### src/rtl/rem_pkg.sv
// Shared constants, helpers and types for the streaming modulo-N remainder tracker.
package rem_pkg;

  // Widest remainder supported (N <= 65535).
  localparam int MAX_RW = 16;

  // Zero-extended container for one step's intermediate 2r+b value.
  typedef logic [MAX_RW:0] rem_wide_t;

  function automatic int rem_clog2(input int n);
    int r;
    r = 0;
    for (int v = n - 1; v > 0; v = v >> 1) r++;
    return r;
  endfunction

  function automatic bit rem_params_ok(input int n, input int w);
    return (n >= 2) && (n <= 65535) && (w >= 1) && (w <= 16);
  endfunction

endpackage

### src/rtl/rem_step.sv
// One MSB-first bit of modular accumulation: (2r + b) mod N, valid for r < N.
module rem_step
  import rem_pkg::*;
#(
  parameter int N  = 5,
  parameter int RW = 3
) (
  input  logic [RW-1:0] i_r,
  input  logic          i_b,
  output logic [RW-1:0] o_r
);

  localparam rem_wide_t N_W = rem_wide_t'(N);

  logic [RW:0] w_sum;
  logic        w_ge;

  // 2r+b < 2N, so a single conditional subtract restores r < N.
  assign w_sum = {i_r, i_b};
  assign w_ge  = rem_wide_t'(w_sum) >= N_W;
  assign o_r   = w_ge ? RW'(w_sum - N_W[RW:0]) : w_sum[RW-1:0];

endmodule

### src/rtl/rem_mod_n.sv
// Streaming modulo-N remainder of an MSB-first number arriving W bits per beat.
// Optional per-frame beat counter enabled by defining REM_BEATCNT_EN.
module rem_mod_n
  import rem_pkg::*;
#(
  parameter int N  = 5,
  parameter int W  = 1,
`ifdef REM_BEATCNT_EN
  parameter int CW = 16,
`endif
  localparam int RW = rem_clog2(N)
) (
  input  logic          clk,
  input  logic          rst,
  input  logic          in_valid,
  input  logic          in_start,
  input  logic          in_last,
  input  logic [W-1:0]  in_data,
  output logic [RW-1:0] rem,
  output logic          div,
  output logic          out_valid,
  output logic          out_last
`ifdef REM_BEATCNT_EN
  ,
  output logic [CW-1:0] beat_cnt
`endif
);

  if (!rem_params_ok(N, W)) begin : g_bad_params
    $error("rem_mod_n: illegal parameters N=%0d W=%0d", N, W);
  end

  logic [RW-1:0] r_rem;
  logic          r_out_valid;
  logic          r_out_last;
  logic [RW-1:0] w_chain [W+1];

  // A start beat folds its data onto a zero base rather than the held remainder.
  assign w_chain[0] = in_start ? '0 : r_rem;

  for (genvar i = 0; i < W; i++) begin : g_step
    rem_step #(.N(N), .RW(RW)) u_step (
      .i_r (w_chain[i]),
      .i_b (in_data[W-1-i]),
      .o_r (w_chain[i+1])
    );
  end

  // NOTE: state registers use non-blocking assignments so every flop samples pre-edge values.
  always_ff @(posedge clk) begin
    if (!rst) begin
      r_rem       <= '0;
      r_out_valid <= 1'b0;
      r_out_last  <= 1'b0;
    end else if (in_valid) begin
      r_rem       <= w_chain[W];
      r_out_valid <= 1'b1;
      r_out_last  <= in_last;
    end else begin
      if (in_start) r_rem <= '0;
      r_out_valid <= 1'b0;
      r_out_last  <= 1'b0;
    end
  end

`ifdef REM_BEATCNT_EN
  localparam logic [CW-1:0] CNT_MAX = '1;
  logic [CW-1:0] r_beat_cnt;

  always_ff @(posedge clk) begin
    if (!rst) begin
      r_beat_cnt <= '0;
    end else if (in_valid) begin
      if (in_start)                 r_beat_cnt <= CW'(1);
      else if (r_beat_cnt != CNT_MAX) r_beat_cnt <= r_beat_cnt + CW'(1);
    end else if (in_start) begin
      r_beat_cnt <= '0;
    end
  end

  assign beat_cnt = r_beat_cnt;
`endif

  assign rem       = r_rem;
  assign div       = (r_rem == '0);
  assign out_valid = r_out_valid;
  assign out_last  = r_out_last;

endmodule

### config.mk
export PLATFORM = sky130hd
export DESIGN_NAME = rem_mod_n
export DESIGN_NICKNAME = d
export VERILOG_FILES = /design/src/rtl/rem_pkg.sv /design/src/rtl/rem_step.sv /design/src/rtl/rem_mod_n.sv
export SDC_FILE = /design/constraint.sdc
export NUM_CORES = 1
export LEC_CHECK = 0
export CORE_AREA = 2 2 39 41
export CTS_CLUSTER_DIAMETER = 40
export CTS_CLUSTER_SIZE = 24
export DETAILED_ROUTE_END_ITERATION = 8
export DIE_AREA = 0 0 41 43
export SYNTH_ARGS = -nofsm -noshare
export SYNTH_HDL_FRONTEND = slang
export SYNTH_HIERARCHICAL = 1
export SYNTH_SLANG_ARGS = --single-unit
### constraint.sdc
create_clock -name clk -period 3.6 [get_ports clk]
set_clock_uncertainty 0.15 [all_clocks]
set_input_delay 0.72 -clock clk [delete_from_list [all_inputs] [get_ports clk]]
set_output_delay 0.72 -clock clk [all_outputs]
set_load 0.02 [all_outputs]
==> load_flow_metrics.sql <==
INSERT INTO impl_metrics (metric_group, metric, value, unit) VALUES
('pwr', 'intPower', '0.000113', 'W'),
('pwr', 'power.total', '0.000143', 'W'),
('yosys', 'synth_xor_area_share', '3.37', '%'),
('yosys', 'number_of_standard_cells_after_synthesis', '28', ''),
('yosys', 'synth_area_per_cell', '9.29', 'sq um'),
('yosys', 'post_synth_most_frequent_cells', 'sky130_fd_sc_hd__dfxtp_1 (5), sky130_fd_sc_hd__nand2_1 (3), sky130_fd_sc_hd__nor2b_1 (3)', ''),
('timing', 'grt_setup_unrepaired', 'no', ''),
('route', 'drt_pass1_iterations', '2', ''),
('worst_hold_path', 'type_of_the_tightest_min_delay_check', 'register to register', ''),
('clocking', 'hold_bufs_inserted_after_cts', '0', ''),
('pwr', 'power_switching_share', '21.4', '%'),
('route', 'route.antenna.remaining_nets', '0', ''),
('yosys', 'synth_mux_area_share', '3.85', '%'),
('pwr', 'leakage', '0.188', 'nW'),
('yosys', 'ys_seq_area_share', '38.5', '%'),
('timing', 'setup_tns', '0', 'ns'),
('layout', 'syn2layout_area_growth', '60.1', '%'),
('clocking', 'post_cts.resized_instances', '0', ''),
('yosys', 'synth_top_cell_area_share', '38.5', '%'),
('floorplanning', 'die_y', '43', 'um'),
('worst_setup_path', 'crit_chain', 'clkdlybuf4s50_1 -> nor2b_1 -> inv_1 -> ha_1 -> nand2b_1 -> a21oi_2 -> xnor2_1 -> and3_1 -> a21o_1', ''),
('layout', 'antennaDiodeCount', '0', ''),
('pwr', 'combinational_fraction_of_design_power', '16.2', '%'),
('yosys', 'yosys.area.top_type', 'sky130_fd_sc_hd__dfxtp_1', ''),
('layout', 'fraction_of_layout_instances_using_a_drive_strength_above_1', '14.0', '%'),
('yosys', 'async_sr_flop_fraction', '0', '%'),
('clocking', 'cts.sink_count', '5', ''),
('timing', 'clock_period_minus_final_worst_setup_slack', '2.34', 'ns'),
('floorplanning', 'die_width', '41', 'um'),
('pwr', 'power.clock.fraction', '43.2', '%'),
('status', 'status', 'complete, no violations', ''),
('clocking', 'tritoncts_clock_tree', 'done', ''),
('clocking', 'cts_h_tree_lvls', '1', ''),
('pwr', 'power.sequential.fraction', '40.6', '%'),
('yosys', 'share_of_the_synthesized_area_in_compound_gates_ao_oa_aoi_oai', '13.0', '%'),
('clocking', 'deepest_clock_path_buffer_count', '2', ''),
('run', 'timing.max_cap.violations', '0', ''),
('worst_setup_path', 'cp-start-kind', 'input pin', ''),
('placement', 'io_buffer_count', '11', ''),
('worst_setup_path', 'worst_setup_path_end_kind', 'register', ''),
('route', 'avgViaCountPerCell', '3.71', ''),
('pwr', 'power.switching', '0.0000307', 'W'),
('floorplanning', 'core_footprint', '1380', 'sq um'),
('yosys', 'synthSimpleGateAreaFrac', '28.8', '%'),
('yosys', 'postSynthRegisterBits', '5', ''),
('timing', 'worst_pin_slew', '0.297', 'ns'),
('clocking', 'cts_inserted_buffers', '3', ''),
('placement', 'finalWeightedCongestion', '0.675', ''),
('route', 'remaining_drc_errors', '0', ''),
('timing', 'highest_achievable_clock_rate', '427', 'MHz'),
('clocking', 'clk_transition_reported_paths', '0.04', 'ns'),
('yosys', 'yosys.cell_types.count', '16', ''),
('floorplanning', 'start_util', '18.8', '%'),
('yosys', 'post_synthesis_instance_area', '260', 'sq um'),
('yosys', 'synth_fp_nets', '36', ''),
('grt', 'grt.overflow.total', '0', ''),
('yosys', 'largest_family_of_logic_cells_by_synthesized_area', 'simple AND/OR/NAND/NOR gates', ''),
('yosys', 'synth_top_cells_by_area', 'sky130_fd_sc_hd__dfxtp_1 (38%), sky130_fd_sc_hd__ha_1 (9.6%), sky130_fd_sc_hd__nor2b_1 (7.2%), sky130_fd_sc_hd__a22o_1 (6.7%), sky130_fd_sc_hd__and3_1 (4.8%)', ''),
('grt', 'grt_start_max_net_pins', '5', ''),
('worst_setup_path', 'slowest_stage', 'sky130_fd_sc_hd__clkdlybuf4s50_1', ''),
('worst_setup_path', 'required_time_of_the_critical_path', '3.58', 'ns'),
('timing', 'timing.max_slew.rel_slack', '80.2', '%'),
('yosys', 'adder_and_majority_gate_portion_of_the_synthesized_area', '9.62', '%'),
('route', 'post_drt_wl_per_cell', '7.22', 'um'),
('floorplanning', 'die_area', '1760', 'sq um'),
('grt', 'grt_util_all_layers', '6.12', '%'),
('timing', 'setup_viol', '0', ''),
('floorplanning', 'core.rowCount', '14', ''),
('route', 'routed-via-count', '219', ''),
('yosys', 'synth.most_common_cell', 'sky130_fd_sc_hd__dfxtp_1', ''),
('worst_setup_path', 'critical_path_class', 'input pin to register', '');
-- critical path, delay by kind of cell --
kind | cells | cell delay [ns]
buf+inv | 2 | 0.54
xor+xnor | 1 | 0.07
compound gates | 2 | 0.33
fa+ha+maj | 1 | 0.19
simple gates | 3 | 0.47
-- through the flow --
stage / instances / hold slack [ns] / area [sq um] / setup slack (ns) / utilization, %
after floorplan: 28 / 0.559 / 260 / 1.58 / -
after global placement: 55 / 0.491 / 390 / 1.03 / 28.2
after detailed placement: 55 / 0.498 / 390 / 1.02 / 28.2
after CTS: 59 / 0.506 / 417 / 1.26 / 30.1
after global routing: 59 / 0.528 / 417 / 1.14 / 30.1
final: 59 / 0.505 / 417 / 1.26 / 30.1
-- path summary, 6_finish.rpt --
path / start / end / slack [ns] / cells past startpoint
worst min register to register: rem[0] / rem[0] / 0.51 / 2
worst max register to register: rem[0] / rem[0] / 1.83 / 8
worst max-delay path: in_start / rem[0] / 1.26 / 9
worst min-delay path: rem[0] / rem[0] / 0.51 / 2
-- per-layer routing --
metal / up-vias / track usage (%) / share of wire, %
met5: - / 0 / 0
met4: 0 / 12.0 / 0
met3: 0 / 1.05 / 11
met2: 10 / 7.19 / 43
met1: 87 / 5.79 / 46
li1: 122 / - / -
-- power groups by stage --
stage	clock network, W	registers [W]	logic [W]
after floorplan	0	0.0000614	0.00000857
after global placement	0	0.0000591	0.0000234
after detailed placement	0	0.0000591	0.0000234
after CTS	0.0000662	0.0000582	0.0000235
after global routing	0.0000683	0.0000582	0.0000257
final	0.0000620	0.0000582	0.0000232
-- area by class of cell --
type,count,area [sq um]
clock buffers,4,26.3
fillers,150,967
inverters,2,7.51
multi-input cells,21,153
flip-flops and latches,5,100
well taps,16,20.0
repair buffers,11,110
-- cells in the final DEF, fill, tap and decap left out, types with 2 or more instances in the layout --
cell | netlist | routed
sky130_fd_sc_hd__a22o_1 | 2 | 2
sky130_fd_sc_hd__inv_1 | 2 | 2
sky130_fd_sc_hd__nand2_1 | 3 | 3
sky130_fd_sc_hd__nor2b_1 | 3 | 3
sky130_fd_sc_hd__clkbuf_4 | 0 | 3
sky130_fd_sc_hd__and3_1 | 2 | 2
sky130_fd_sc_hd__dfxtp_1 | 5 | 5
sky130_fd_sc_hd__ha_1 | 2 | 2
sky130_fd_sc_hd__clkdlybuf4s50_1 | 0 | 11
-- registers in the layout, summed over array words and instances (netlist names) --
register	flops
rem	3
out_last	1
out_valid	1
-- cells by family (layout without fill, tap and decap cells) --
logic type / count (synthesis) / after routing
adders and majority gates: 2 / 2
AOI/OAI and AO/OA: 4 / 4
xor gates and xnor gates: 1 / 1
and+or+nand+nor: 13 / 13
buffers and inverters: 2 / 17
muxes: 1 / 1
DFF: 5 / 5
Power figures use the tool's default switching activity.
